`src/rtl/dbg_print_pkg.sv`:
```
// Shared FSM state type and default parameters for the debug print port.
// Used by dbg_print_fifo and dbg_print_port (optional macro DBG_PRINT_CHECKSUM_EN).
package dbg_print_pkg;

    localparam int         DBG_DATA_W_DEF     = 8;
    localparam int         DBG_DEPTH_DEF      = 16;
    localparam int         DBG_STB_CYCLES_DEF = 4;
    localparam int         DBG_GAP_CYCLES_DEF = 2;
    localparam logic [7:0] DBG_EOT_CHAR_DEF   = 8'h04;

    typedef enum logic [1:0] {
        ST_IDLE,
        ST_SETUP,
        ST_STROBE,
        ST_GAP
    } dbg_state_e;

endpackage

```
`src/rtl/dbg_print_fifo.sv`:
```
// Synchronous FIFO with occupancy count and synchronous clear; DEPTH must be a power of two.
// Pushes into a full FIFO and pops from an empty one are ignored.
module dbg_print_fifo
    import dbg_print_pkg::*;
#(
    parameter int DATA_W = DBG_DATA_W_DEF,
    parameter int DEPTH  = DBG_DEPTH_DEF
) (
    input  logic                     clk_i,
    input  logic                     rst_i,
    input  logic                     clr_i,
    input  logic                     push_i,
    input  logic                     pop_i,
    input  logic [DATA_W-1:0]        wdata_i,
    output logic [DATA_W-1:0]        rdata_o,
    output logic [$clog2(DEPTH):0]   level_o,
    output logic                     full_o,
    output logic                     empty_o
);

    localparam int PTR_W = $clog2(DEPTH);

    logic [DATA_W-1:0] mem_q [DEPTH];
    logic [PTR_W-1:0]  wrPtr_q;
    logic [PTR_W-1:0]  rdPtr_q;
    logic [PTR_W:0]    level_q;
    logic              doPush;
    logic              doPop;

    assign full_o  = (level_q == (PTR_W+1)'(DEPTH));
    assign empty_o = (level_q == '0);
    assign doPush  = push_i && !full_o && !clr_i;
    assign doPop   = pop_i && !empty_o && !clr_i;
    assign rdata_o = mem_q[rdPtr_q];
    assign level_o = level_q;

    // Pointers wrap naturally because DEPTH is a power of two.
    always_ff @(posedge clk_i or posedge rst_i) begin
        if (rst_i) begin
            wrPtr_q <= '0;
            rdPtr_q <= '0;
            level_q <= '0;
        end else if (clr_i) begin
            wrPtr_q <= '0;
            rdPtr_q <= '0;
            level_q <= '0;
        end else begin
            if (doPush) begin
                wrPtr_q <= wrPtr_q + PTR_W'(1);
            end
            if (doPop) begin
                rdPtr_q <= rdPtr_q + PTR_W'(1);
            end
            case ({doPush, doPop})
                2'b10:   level_q <= level_q + (PTR_W+1)'(1);
                2'b01:   level_q <= level_q - (PTR_W+1)'(1);
                default: level_q <= level_q;
            endcase
        end
    end

    always_ff @(posedge clk_i) begin
        if (doPush) begin
            mem_q[wrPtr_q] <= wdata_i;
        end
    end

endmodule

```
`src/rtl/dbg_print_port.sv`:
```
// Debug character print port: FIFO-buffered characters are strobed out to pads with setup/strobe/gap timing.
// Define DBG_PRINT_CHECKSUM_EN to build the running checksum on chk_o; otherwise chk_o is tied to zero.
module dbg_print_port
    import dbg_print_pkg::*;
#(
    parameter int                DATA_W     = DBG_DATA_W_DEF,
    parameter int                DEPTH      = DBG_DEPTH_DEF,
    parameter int                STB_CYCLES = DBG_STB_CYCLES_DEF,
    parameter int                GAP_CYCLES = DBG_GAP_CYCLES_DEF,
    parameter logic [DATA_W-1:0] EOT_CHAR   = DATA_W'(DBG_EOT_CHAR_DEF)
) (
    input  logic                   wb_clk_i,
    input  logic                   wb_rst_i,
    input  logic                   in_valid,
    output logic                   in_ready,
    input  logic [DATA_W-1:0]      in_data,
    input  logic                   flush_i,
    output logic [DATA_W-1:0]      out_data,
    output logic                   out_stb,
    output logic                   eot_o,
    output logic [$clog2(DEPTH):0] level_o,
    output logic [DATA_W-1:0]      chk_o
);

    localparam int CNT_MAX = (STB_CYCLES > GAP_CYCLES) ? STB_CYCLES : GAP_CYCLES;
    localparam int CNT_W   = $clog2(CNT_MAX) + 1;
    localparam logic [CNT_W-1:0] STB_LAST = CNT_W'(STB_CYCLES - 1);
    localparam logic [CNT_W-1:0] GAP_LAST = CNT_W'(GAP_CYCLES - 1);

    dbg_state_e        state_q;
    logic [DATA_W-1:0] data_q;
    logic              stb_q;
    logic              eot_q;
    logic [CNT_W-1:0]  cnt_q;

    logic              fifoFull;
    logic              fifoEmpty;
    logic [DATA_W-1:0] fifoHead;
    logic              pushEn;
    logic              popEn;
    logic              strobeDone;

    // Ready is also held low during reset so nothing is accepted while the block is held.
    assign in_ready   = !fifoFull && !flush_i && !eot_q && !wb_rst_i;
    assign pushEn     = in_valid && in_ready;
    assign popEn      = (state_q == ST_IDLE) && !fifoEmpty && !eot_q && !flush_i;
    assign strobeDone = (state_q == ST_STROBE) && (cnt_q == STB_LAST);

    dbg_print_fifo #(
        .DATA_W (DATA_W),
        .DEPTH  (DEPTH)
    ) u_fifo (
        .clk_i   (wb_clk_i),
        .rst_i   (wb_rst_i),
        .clr_i   (flush_i),
        .push_i  (pushEn),
        .pop_i   (popEn),
        .wdata_i (in_data),
        .rdata_o (fifoHead),
        .level_o (level_o),
        .full_o  (fifoFull),
        .empty_o (fifoEmpty)
    );

    // Flush leaves out_data untouched so the pads keep showing the last character.
    always_ff @(posedge wb_clk_i or posedge wb_rst_i) begin
        if (wb_rst_i) begin
            state_q <= ST_IDLE;
            data_q  <= '0;
            stb_q   <= 1'b0;
            eot_q   <= 1'b0;
            cnt_q   <= '0;
        end else if (flush_i) begin
            state_q <= ST_IDLE;
            stb_q   <= 1'b0;
            eot_q   <= 1'b0;
            cnt_q   <= '0;
        end else begin
            case (state_q)
                ST_IDLE: begin
                    if (popEn) begin
                        data_q  <= fifoHead;
                        state_q <= ST_SETUP;
                    end
                end
                ST_SETUP: begin
                    stb_q   <= 1'b1;
                    cnt_q   <= '0;
                    state_q <= ST_STROBE;
                end
                ST_STROBE: begin
                    if (strobeDone) begin
                        stb_q   <= 1'b0;
                        cnt_q   <= '0;
                        state_q <= ST_GAP;
                        if (data_q == EOT_CHAR) begin
                            eot_q <= 1'b1;
                        end
                    end else begin
                        cnt_q <= cnt_q + CNT_W'(1);
                    end
                end
                ST_GAP: begin
                    if (cnt_q == GAP_LAST) begin
                        cnt_q   <= '0;
                        state_q <= ST_IDLE;
                    end else begin
                        cnt_q <= cnt_q + CNT_W'(1);
                    end
                end
                default: begin
                    state_q <= ST_IDLE;
                end
            endcase
        end
    end

    assign out_data = data_q;
    assign out_stb  = stb_q;
    assign eot_o    = eot_q;

`ifdef DBG_PRINT_CHECKSUM_EN
    logic [DATA_W-1:0] chk_q;
    logic [DATA_W-1:0] chk_d;

    // Only characters that finish their full strobe contribute to the sum.
    assign chk_d = chk_q + data_q;

    always_ff @(posedge wb_clk_i or posedge wb_rst_i) begin
        if (wb_rst_i) begin
            chk_q <= '0;
        end else if (flush_i) begin
            chk_q <= '0;
        end else if (strobeDone) begin
            chk_q <= chk_d;
        end
    end

    assign chk_o = chk_q;
`else
    assign chk_o = '0;
`endif

endmodule

```
`config.mk`:
```
export PLATFORM = sky130hd
export DESIGN_NAME = dbg_print_port
export DESIGN_NICKNAME = d
export VERILOG_FILES = /design/src/rtl/dbg_print_pkg.sv /design/src/rtl/dbg_print_fifo.sv /design/src/rtl/dbg_print_port.sv
export SDC_FILE = /design/constraint.sdc
export NUM_CORES = 1
export LEC_CHECK = 0
export CAP_MARGIN = 20
export CELL_PAD_IN_SITES_DETAIL_PLACEMENT = 0
export CELL_PAD_IN_SITES_GLOBAL_PLACEMENT = 1
export CORE_MARGIN = 2
export CORE_UTILIZATION = 51
export DETAILED_ROUTE_END_ITERATION = 8
export PLACE_DENSITY_LB_ADDON = 0.1
export SKIP_LAST_GASP = 1
export SLEW_MARGIN = 25
export SYNTH_ARGS = -nofsm -noshare
export SYNTH_HDL_FRONTEND = slang
export SYNTH_SLANG_ARGS = --single-unit
```
`constraint.sdc`:
```
create_clock -name wb_clk_i -period 3.46 [get_ports wb_clk_i]
set_clock_uncertainty 0.1 [all_clocks]
set_input_delay 0.692 -clock wb_clk_i [delete_from_list [all_inputs] [get_ports wb_clk_i]]
set_output_delay 0.692 -clock wb_clk_i [all_outputs]
set_load 0.01 [all_outputs]
```
==> summary.txt <==
CTS resizes: 0
Post-synth top area share: 58.3%
Starting Density: 52.3%
R2R cell count: 11
Final setup viols: 0
CTS buffer count: 17
Final core occ: 60.9%
Most common cell in the netlist: edfxtp_1
Min-Delay Endpoint: cnt_q[2]
Status: complete, no violations
RSZ-0062 raised after global routing: false
Post-Syn Instances: 388
VDD IR max: 0.315 mV
Pin slew with the least headroom to its limit: 787 ps
Cell row count: 41
DRC Markers: 0
Drt total wl: 12300 um
Area contributors post-synth: edfxtp_1 58%, mux4_2 11%, dfrtp_1 11%, ha_1 2.8%, nand2_1 1.1%
H-tree depth: 4
Crit. End Element: flop
Layout cells sized above 1: 19.7%
PwrDens: 706 nW/um2
Grt ovf: 0
Min-delay src: cnt_q[2]
Logic pwr share: 23.8%
Final Hold Viols: 0
Cell internal pwr: 0.00397 W
Placer Congestion: 0.759
Fmax: 315 MHz
Total Nets Final: 461
P_sw: 0.00146 W
Sw Ratio: 26.8%
Detailed Route Iter0 Violations: 267
Crit path kind: in -> reg
WL per Instance: 19.9 um
Main synth FF type: edfxtp_1
TritonRoute pass-1 iters: 4
Synthesis warning total: 0
Final Critical Period: 3180 ps
Clk root buf: clkbuf_16
Synthesis-stage register bit count: 156
Port buffer count: 27
Async S/R FF share, synth: 17.9%
Longest Clk Path Bufs: 2
Crit Reg-Reg Endpoint: u_fifo.level_o[4]
Synth top cells by count: 128 x edfxtp_1, 32 x mux4_2, 28 x dfrtp_1
Routed Antenna Nets: 0
Width of the die: 118 um
TritonCTS clock tree: yes
Post-Syn Area per Cell: 17.0 um2
Max_cap viols: 0
First-pass GRT wire length: 19800 um
Vias in the first global route: 3452
Worst reg2reg startpoint: u_fifo.level_o[0]
Worst EP required: 3650 ps
Flop-to-flop setup slack: 490 ps
Library cells used by synthesis: 47
I/O Pins: 36
Area Growth Syn to Fin: 16.5%
Hold-fix buffers at CTS: 0
Worst Hold Depth: 2
Worst-Skew Late Latency: 410 ps
Die height: 118 um
Post-CTS setup buffers: 0
Clk slew on worst S/H paths: 60 ps
Largest net degree at the start of global routing: 29
Initial antenna violation count: 0
CP max FO: 3
Overall routing resource usage: 19.4%
Number of synthesized flops with an enable pin: 128
Core Area: 12600 um2
Seq/Total Area, Yosys: 68.9%
Slew margin rel.: 47.5%
Placed cell area: 7100 um2
Static leakage: 2.70 nW
Diode count: 0
Post-synthesis cell area: 6590 um2
CTS sink cnt: 156
Part of the cycle the worst path needs: 91.8%
Die ar.: 13900 um2
Worst path arrival time: 3370 ps
Hold WC Path Type: reg -> reg
Design area: 7680 um2
Clock share of power: 33.7%
Sequential Power Share: 42.5%
Vias: 3430
Yosys top cell by area: edfxtp_1
Hold WS: 400 ps
Final Max Slew Viols: 0
Detailed Place HPWL: 8560 um
Via density: 5.55
CP Launch Type: input pin
cells in the final DEF (no fill, tap or decap), drive strengths merged, types with 4 or more instances in the layout:
| cell type | instances |
|---|---|
| clkdlybuf4s50 | 27 |
| a221oi | 6 |
| and3 | 4 |
| conb | 8 |
| xor2 | 4 |
| inv | 16 |
| ha | 15 |
| and4 | 5 |
| dfrtp | 28 |
| clkinv | 4 |
| mux2i | 5 |
| a22o | 7 |
| a21oi | 8 |
| o21ai | 16 |
| nor2 | 18 |
| mux4 | 32 |
| nor2b | 7 |
| nand2 | 20 |
| and2 | 9 |
| edfxtp | 128 |
| clkbuf | 21 |
| nor4 | 4 |
| buf | 18 |
| xnor2 | 4 |
flip-flops by register name, indices dropped and copies added, names as in the netlist:
name            cells
u_fifo.mem_q      128
out_data            8
u_fifo.level_o      5
u_fifo.rdPtr_q      4
u_fifo.wrPtr_q      4
cnt_q               3
state_q             2
eot_o               1
out_stb             1
power by group through the flow:
stage               registers (W)  clock network [W]  logic [W]
floorplan                 0.00230                  0   0.000871
global placement          0.00234                  0    0.00129
detailed placement        0.00235                  0    0.00130
CTS                       0.00231            0.00186    0.00131
global route              0.00233            0.00195    0.00142
finish                    0.00231            0.00183    0.00129
routing by layer:
layer / part of all wire (%) / vias up / GRT usage [%] / wire length [um]
met5: 0 / - / 0 / 0
met1: 48 / 1745 / 28.7 / 5880
met4: 0.73 / 0 / 7.00 / 90
li1: - / 1588 / - / -
met3: 4.6 / 8 / 4.31 / 563
met2: 47 / 89 / 28.7 / 5790
worst max-delay path, cell delays in order:
cell             delay [ps]
clkdlybuf4s50_1         440
nor4b_2                 360
a21boi_0                300
nor2_1                   90
nand2_1                  90
inv_1                    80
ha_1                    300
nor2b_1                 130
o21ai_0                 110
and4_1                  240
a22o_1                  190
or3b_1                  360
cells by family after synthesis:
group                    count (synthesis)  share of synthesized area (%)
multiplexers                            40                           12.2
flip-flops                             156                           68.9
buffers and inverters                   39                           2.85
AO/OA/AOI/OAI                           49                           5.20
other                                    1                         0.0569
adder cells (fa/ha/maj)                 16                           3.15
AND/OR/NAND/NOR                         79                           6.57
XOR/XNOR                                 8                           1.06
layout make-up:
type	count	area (um2)
inverter	13	48.8
clock buffer	21	440
fill	980	4930
multi-input combinational	200	1890
timing repair buffer	45	405
tap	172	215
clock inverter	11	141
sequential	156	4550
worst max path at each step:
stage | startpoint | end | cells after the start
after floorplan | flush_i | u_fifo.level_o[4] | 12
final | flush_i | u_fifo.level_o[4] | 12
after detailed placement | flush_i | u_fifo.level_o[4] | 12
after CTS | flush_i | u_fifo.level_o[4] | 12
after global routing | flush_i | u_fifo.level_o[4] | 12
after global placement | flush_i | u_fifo.level_o[4] | 12
per-stage QoR:
stage | setup TNS (ps) | std cells | setup slack [ps] | power [W]
2_1_floorplan | 0 | 395 | 81.7 | 0.00317
3_3_place_gp | -45.0 | 586 | -45.0 | 0.00363
3_5_place_dp | -158 | 586 | -158 | 0.00365
4_1_cts | 0 | 618 | 278 | 0.00548
5_1_grt | 0 | 618 | 82.0 | 0.00570
6_report | 0 | 618 | 283 | 0.00543
No activity file was read; power rests on OpenSTA's default activity.
